--- config.mk ---
export PLATFORM = sky130hd
export DESIGN_NAME = lif_neuron_multi
export DESIGN_NICKNAME = d
export VERILOG_FILES = /design/src/rtl/lif_neuron_multi.sv
export SDC_FILE = /design/constraint.sdc
export NUM_CORES = 1
export LEC_CHECK = 0
export CORE_ASPECT_RATIO = 1.25
export CORE_MARGIN = 2
export CORE_UTILIZATION = 58
export CTS_CLUSTER_SIZE = 10
export DETAILED_ROUTE_END_ITERATION = 12
export PLACE_DENSITY = 0.86
export SLEW_MARGIN = 30
export SYNTH_ARGS = -nofsm -noshare
export SYNTH_HDL_FRONTEND = slang
export SYNTH_SLANG_ARGS = --single-unit
--- constraint.sdc ---
create_clock -name clk -period 10.1 [get_ports clk]
set_input_delay 2.525 -clock clk [delete_from_list [all_inputs] [get_ports clk]]
set_output_delay 2.525 -clock clk [all_outputs]
set_load 0.01 [all_outputs]
--- src/rtl/lif_neuron_multi.sv ---
`default_nettype none
// ============================================================================
// Module   : lif_neuron_multi
// Brief    : Multi-synapse leaky integrate-and-fire neuron with a writable
//            weight file, linear/shift leak and a refractory period.
// Revision : 1.0 - initial release
// ============================================================================
module lif_neuron_multi #(
  parameter int NUM_INPUTS      = 4,
  parameter int WEIGHT_WIDTH    = 8,
  parameter int POTENTIAL_WIDTH = 12,
  parameter int REFRAC_WIDTH    = 4,
  parameter int COUNT_WIDTH     = 16,
  parameter int DEFAULT_WEIGHT  = 10,
  localparam int AW = (NUM_INPUTS > 1) ? $clog2(NUM_INPUTS) : 1
) (
  input  logic                       clk,
  input  logic                       rst_n,
  input  logic                       enable,
  input  logic [NUM_INPUTS-1:0]      in_spikes,
  input  logic                       cfg_we,
  input  logic [AW-1:0]              cfg_addr,
  input  logic [WEIGHT_WIDTH-1:0]    cfg_wdata,
  input  logic [POTENTIAL_WIDTH-1:0] threshold,
  input  logic [POTENTIAL_WIDTH-1:0] leak,
  input  logic                       leak_mode,
  input  logic [REFRAC_WIDTH-1:0]    refrac_period,
  output logic                       spike_out,
  output logic [POTENTIAL_WIDTH-1:0] membrane,
  output logic                       refractory,
  output logic [COUNT_WIDTH-1:0]     spike_count
);

  localparam int SW  = POTENTIAL_WIDTH + AW + 2;
  localparam int SHW = (POTENTIAL_WIDTH > 1) ? $clog2(POTENTIAL_WIDTH) : 1;

  localparam logic [0:0] S_ACTIVE     = 1'b0;
  localparam logic [0:0] S_REFRACTORY = 1'b1;

  localparam logic signed [WEIGHT_WIDTH-1:0] c_DEFAULT_W = WEIGHT_WIDTH'(DEFAULT_WEIGHT);
  localparam logic signed [SW-1:0] c_MEM_MAX =
    {{(SW-POTENTIAL_WIDTH+1){1'b0}}, {(POTENTIAL_WIDTH-1){1'b1}}};

  logic signed [WEIGHT_WIDTH-1:0]    r_weight [NUM_INPUTS];
  logic signed [POTENTIAL_WIDTH-1:0] r_membrane;
  logic                              r_spike;
  logic [COUNT_WIDTH-1:0]            r_count;
  logic [REFRAC_WIDTH-1:0]           r_refrac_cnt;
  logic [0:0]                        r_state;
  logic [0:0]                        w_state_nxt;

  logic signed [SW-1:0]              w_sum;
  logic signed [SW-1:0]              w_mem_ext;
  logic signed [SW-1:0]              w_leak_amt;
  logic signed [SW-1:0]              w_next;
  logic signed [POTENTIAL_WIDTH-1:0] w_clamped;
  logic [SHW-1:0]                    w_shift;
  logic                              w_fire;
  logic                              w_do_integrate;
  logic                              w_do_fire;
  logic                              w_do_countdown;

  // Out-of-range addresses match no entry, so those writes fall away.
  generate
    for (genvar g = 0; g < NUM_INPUTS; g++) begin : g_weight
      always_ff @(posedge clk or negedge rst_n) begin
        if (!rst_n) begin
          r_weight[g] <= c_DEFAULT_W;
        end else if (cfg_we && ({1'b0, cfg_addr} == (AW+1)'(g))) begin
          r_weight[g] <= cfg_wdata;
        end
      end
    end
  endgenerate

  always_comb begin
    w_sum = '0;
    for (int i = 0; i < NUM_INPUTS; i++) begin
      if (in_spikes[i]) begin
        w_sum = w_sum + SW'(r_weight[i]);
      end
    end
  end

  // Wide signed datapath: the sum and leak can never wrap before clamping.
  always_comb begin
    w_shift    = leak[SHW-1:0];
    w_mem_ext  = SW'(r_membrane);
    w_leak_amt = leak_mode ? (w_mem_ext >>> w_shift) : SW'($signed(leak));
    w_next     = w_mem_ext + w_sum - w_leak_amt;
    if (w_next < 0) begin
      w_clamped = '0;
    end else if (w_next > c_MEM_MAX) begin
      w_clamped = c_MEM_MAX[POTENTIAL_WIDTH-1:0];
    end else begin
      w_clamped = w_next[POTENTIAL_WIDTH-1:0];
    end
    w_fire = (w_clamped >= $signed(threshold));
  end

  always_ff @(posedge clk or negedge rst_n) begin
    if (!rst_n) begin
      r_state <= S_ACTIVE;
    end else begin
      r_state <= w_state_nxt;
    end
  end

  always_comb begin
    w_state_nxt = r_state;
    case (r_state)
      S_ACTIVE: begin
        if (enable && w_fire && (refrac_period != '0)) begin
          w_state_nxt = S_REFRACTORY;
        end
      end
      S_REFRACTORY: begin
        if (enable && (r_refrac_cnt == REFRAC_WIDTH'(1))) begin
          w_state_nxt = S_ACTIVE;
        end
      end
      default: w_state_nxt = S_ACTIVE;
    endcase
  end

  always_comb begin
    w_do_integrate = 1'b0;
    w_do_countdown = 1'b0;
    case (r_state)
      S_ACTIVE:     w_do_integrate = enable;
      S_REFRACTORY: w_do_countdown = enable;
      default: begin
        w_do_integrate = 1'b0;
        w_do_countdown = 1'b0;
      end
    endcase
    w_do_fire = w_do_integrate && w_fire;
  end

  always_ff @(posedge clk or negedge rst_n) begin
    if (!rst_n) begin
      r_membrane   <= '0;
      r_spike      <= 1'b0;
      r_count      <= '0;
      r_refrac_cnt <= '0;
    end else begin
      r_spike <= w_do_fire;
      if (w_do_fire) begin
        r_membrane <= '0;
        if (r_count != '1) begin
          r_count <= r_count + COUNT_WIDTH'(1);
        end
        if (refrac_period != '0) begin
          r_refrac_cnt <= refrac_period;
        end
      end else if (w_do_integrate) begin
        r_membrane <= w_clamped;
      end else if (w_do_countdown) begin
        r_membrane   <= '0;
        r_refrac_cnt <= r_refrac_cnt - REFRAC_WIDTH'(1);
      end
    end
  end

  assign spike_out   = r_spike;
  assign membrane    = r_membrane;
  assign refractory  = (r_state == S_REFRACTORY);
  assign spike_count = r_count;

endmodule
`default_nettype wire
; ---- Word level (Yosys, flattened, before mapping)
; Cells that the tools add are included.
[classes]
addsub = 7
mul = 0
n_div = 0
order_cmp = 3
n_eq_ne = 7
n_shift = 1
muxes = 19
n_bitwise = 1
n_reduce_logical = 14
[op_table]
columns = op, count
row1 = $mux 16, 5
row2 = $mux 12, 5
row3 = $add 16x8->16, 3
row4 = $add 12x16->16, 1
row5 = $add 16x1->16 const B, 1
row6 = $gt 16x12->1 const B, 1
row7 = $lt 16x1->1 const B, 1
row8 = $mux 4, 4
row9 = $ne 16x16->1 const B, 1
row10 = $sshr 12x4->16, 1
row11 = $sub 16x16->16, 1
row12 = $ge 12x12->1, 1
row13 = $logic_and 1x1->1, 8
row14 = $eq 2x2->1 const B, 2
row15 = $eq 4x1->1 const B, 1
row16 = $mux 1, 4
row17 = $ne 2x1->1 const B, 2
row18 = $reduce_bool 4->1, 1
row19 = $sub 4x1->4 const B, 1
row20 = $reduce_and 3->1, 1
row21 = $reduce_bool 3->1, 1
row22 = $eq 2x1->1 const B, 1
row23 = $logic_not 2->1, 1
row24 = $pmux 1 s2, 1
row25 = 3 further kinds, 3
[totals]
regBits = 66
latch_bits = 0
ramBits = 0
mem_bits_ro = 0
input_bits = 47
elab_cells = 61
n_memories = 0

; ---- Logic depth before layout (Yosys ltp)
[depth]
depth_word = 17
ltp_mapped = 51
ltp_nobuf = 48

; ---- Worst setup path before layout
; Ideal clock, no wire load.
[synth_path]
path_kind = input port to flip-flop
start = in in_spikes[0]
end = reg r_count[1], in the netlist spike_count[1]
setup_time_ns = 0.125
arrival_ns = 11.322
required_ns = 9.975
setup_slack_ns = -1.347
cell_stages = 46
n_path_buf = 1
path_cell_list = clkbuf_1 and2_1 ha_1 inv_1 fa_1 nor2b_1 o21ai_0 a21o_1 maj3_1 a221o_1 xor2_1 and3_1 or2_2 ha_1 or2_2 o21ai_0 nor2_1 o21ai_0 (+10 left out) mux2_2 fa_1 ha_1 nand2_1 o21ai_0 a21oi_1 xnor2_1 xnor3_1 or2_2 ha_1 nand2b_1 a21o_1 a21o_1 a21oi_1 nor3_1 nor2_1 nor2_1 mux2_2
[synth_via]
elab_chain_len = 15
[synth_lines]
columns = item, line_no
row1 = "start, declared", 20  ; input logic [NUM_INPUTS-1:0] in_spikes,
row2 = $mux 16 *, 79  ; if (in_spikes[i]) begin
row3 = $add 16x8->16, 80  ; w_sum = w_sum + SW'(r_weight[i]);
row4 = $mux 16 *, 79
row5 = $add 16x8->16, 80
row6 = $mux 16 *, 79
row7 = $add 16x8->16, 80
row8 = $mux 16 *, 79
row9 = $add 12x16->16 *, 90  ; w_next = w_mem_ext + w_sum - w_leak_amt;
row10 = $sub 16x16->16 *, 90
row11 = $gt 16x12->1, 93  ; end else if (w_next > c_MEM_MAX) begin
row12 = $mux 12, 93
row13 = $mux 12 *, 91  ; if (w_next < 0) begin
row14 = $ge 12x12->1 *, 98  ; w_fire = (w_clamped >= $signed(threshold));
row15 = $logic_and 1x1->1 *, 137  ; w_do_fire = w_do_integrate && w_fire;
row16 = $reduce_and 2->1 (no source line) *, n/a
row17 = "end signal, assigned", 151  ; r_count <= r_count + COUNT_WIDTH'(1);
row18 = "end, declared", 47  ; logic [COUNT_WIDTH-1:0] r_count;
; Mark *: on every way between the ends. The rest lies on a longest branch, timed or not.
; A chain may end at the register's enable or synchronous reset.

; ---- Worst setup path in the final report
[layout_path]
start = in in_spikes[0]
end = reg r_count[8], in the netlist spike_count[8]
; Same word-level chain as after synthesis.

==> results.py <==
metrics = {
    "clocking": {
        "cts-root-buf": "clkbuf_16",
        "clock-sinks": 66,
        "clock_latency_ps": 350,
        "cts_buffer_depth": 2,
        "path_clk_slew_ps": 60,
        "h-tree-depth": 3,
        "cts_made_buffers": 9,
        "cts_tree": "yes",
    },
    "global_route": {
        "antenna_found_initial": 0,
        "grt_use_met2_pct": 65.9,
        "grt_pass1_wl_um": 37500,
        "grt_max_degree": 67,
        "grt_use_met3_pct": 6.66,
        "met1_usage_pct": 40.5,
        "busiest_layer": "met2",
        "grt_use_total_pct": 37.3,
        "overflow": 0,
        "grt_pass1_vias": 7688,
    },
    "placed_design": {
        "globalplace.congestion": 0.943,
        "place_ws_ps": -1940,
        "hpwl_um": 15300,
        "io_buffer_count": 76,
    },
    "floorplan": {
        "rows": 44,
        "die_y_um": 126,
        "ios": 77,
        "floorplan.initialDensity_pct": 59.7,
        "die_w_um": 102,
        "core_um2": 11600,
        "dieArea_um2": 12800,
    },
    "timing": {
        "setup_viol": 33,
        "period_needed_ps": 11350,
        "final-hold-violation-count": 0,
        "clock_skew_ps": 9.42,
        "relSlewSlack_pct": 24.4,
        "rsz0062_at_grt": "yes",
        "post-route-period-util_pct": 112,
        "worstMarginPinSlew_ps": 1120,
        "slew_viol_final": 0,
        "hold_ws_ps": 521,
        "setup_ws_ps": -1250,
        "max_freq_ghz": 0.0881,
    },
    "yosys": {
        "ys_ff_latch": 66,
        "synth.net_count": 917,
        "synth_area_leader_cell": "dfrtp_1",
        "ys_seq_area_share_pct": 24.0,
        "synth_edf_count": 0,
        "syn_avg_cell_area_um2": 8.83,
        "syn-cell-area_um2": 6930,
        "synth_ff_type": "dfrtp_1",
        "synth_cell_types": 70,
        "ys_warn_count": 0,
        "ys_top_cells_by_area": "dfrtp_1, ha_1, mux2_2",
        "async_flop_share_pct": 100,
        "yosysMostFrequentCell": "nor2_1",
        "synthCells": 785,
        "synth_commonest_cells": "nor2_1, ha_1, inv_1, dfrtp_1, nand2_1",
        "synth_top_area_share_pct": 20.9,
    },
    "final_layout": {
        "nNetsFinal": 1143,
        "area_growth_pct": 44.1,
        "drive_above_1_share_pct": 34.1,
        "diodes": 0,
    },
    "detailed_routing": {
        "wl_per_cell_um": 22.8,
        "via_per_inst": 6.57,
        "totalWireLength_um": 26900,
        "drc": 0,
        "drt_iter0_drc": 949,
        "final_antenna_net_count": 0,
        "firstDrtPassIters": 6,
        "routed-via-count": 7737,
    },
    "worst_setup_path": {
        "crit_required_ps": 10340,
        "cp_slowest_stage_delay_ps": 520,
        "critPathKind": "primary input to flip-flop",
        "crit_fanout": 8,
        "start_kind": "primary input",
        "cp.arrival_ps": 11590,
        "cp_slowest_cell": "fa_1",
        "endpoint_kind": "flip-flop",
    },
    "hold_path": {
        "hold_class": "flip-flop to flip-flop",
    },
    "status": {
        "status": "complete, but fails checks",
        "violations": "setup timing",
    },
    "run": {
        "cap_violations": 0,
    },
}
[state kept, by name, summed over array words and instances (netlist names)]
name	cells
membrane	12
spike_out	1
refractory	1
r_weight	32
r_refrac_cnt	4
spike_count	16
[logic make-up after synthesis]
logic type,share of synthesized area (%)
buffers and inverters,4.66
AOI/OAI and AO/OA,19.1
DFF,24.0
and+or+nand+nor,15.5
adders and majority gates,17.7
other,0.0541
xor gates and xnor gates,8.04
muxes,11.1
[cell usage in the layout (no fill, tap or decap), types with 12 or more instances in the layout]
cell             synthesis  routed
o21ai_0                 44      30
fa_1                    19      18
buf_4                    1     148
xor2_1                  24      22
clkdlybuf4s50_1          0      74
ha_1                    66      55
buf_6                    1      12
nand2_1                 53      48
dfrtp_1                 58      58
inv_1                   61      59
xnor2_1                 37      31
a21o_1                  22      22
nand3_1                 15      14
mux2_2                  40      37
mux2i_1                 27      26
a21oi_1                 52      39
o22ai_2                 10      12
nor2_1                  74      60
[worst max-delay path, delay by kind of cell]
family,cells,cell delay (ps)
simple gates,19,2930
mux,2,470
xor+xnor,4,810
buf+inv,7,900
compound gates,10,1590
fa+ha+maj,8,2340
[per-stage QoR]
stage	TNS, ps	util [%]	instances	area, um2
4_1_cts	-24890	83.2	1165	9670
5_1_grt	-47350	86.0	1177	9990
6_report	-36500	86.0	1177	9990
3_5_place_dp	-57770	77.0	1135	8950
2_1_floorplan	-27320	-	785	7090
3_3_place_gp	-46380	77.0	1135	8940
[worst paths after layout]
check,start,endpoint,slack [ps],depth (start not counted)
worst max-delay path,in_spikes[0],spike_count[8],-1250,50
max in group asynchronous,rst_n,membrane[11],7130,2
min in group asynchronous,rst_n,r_weight[28],2390,2
worst min register to register,spike_count[12],spike_count[12],520,1
worst min-delay path,spike_count[12],spike_count[12],520,1
worst max register to register,r_weight[24],spike_count[8],600,49
[timing repair]
action / in CTS / in global routing
pin swaps: 76 / 48
setup endpoints to repair: 33 / 33
hold buffers: 0 / 0
gates resized for setup: 73 / 49
buffers inserted: 15 / 12
gates cloned: 1 / 0
[routing by layer]
| metal | up-vias | part of all wire [%] |
|---|---|---|
| li1 | 3247 | - |
| met5 | - | 0 |
| met1 | 3693 | 33 |
| met2 | 576 | 50 |
| met3 | 221 | 8.2 |
| met4 | 0 | 8.4 |
[layout make-up]
cell class,instances,area (um2)
multi-input combinational,637,5600
timing repair buffer,235,1990
sequential,66,1660
fill,512,1630
inverter,62,233
clock buffer,10,229
tap,161,201
clock inverter,6,66.3
Power is not shown: default switching activity piles up to over one toggle a cycle in this logic, so the estimate is an artifact.
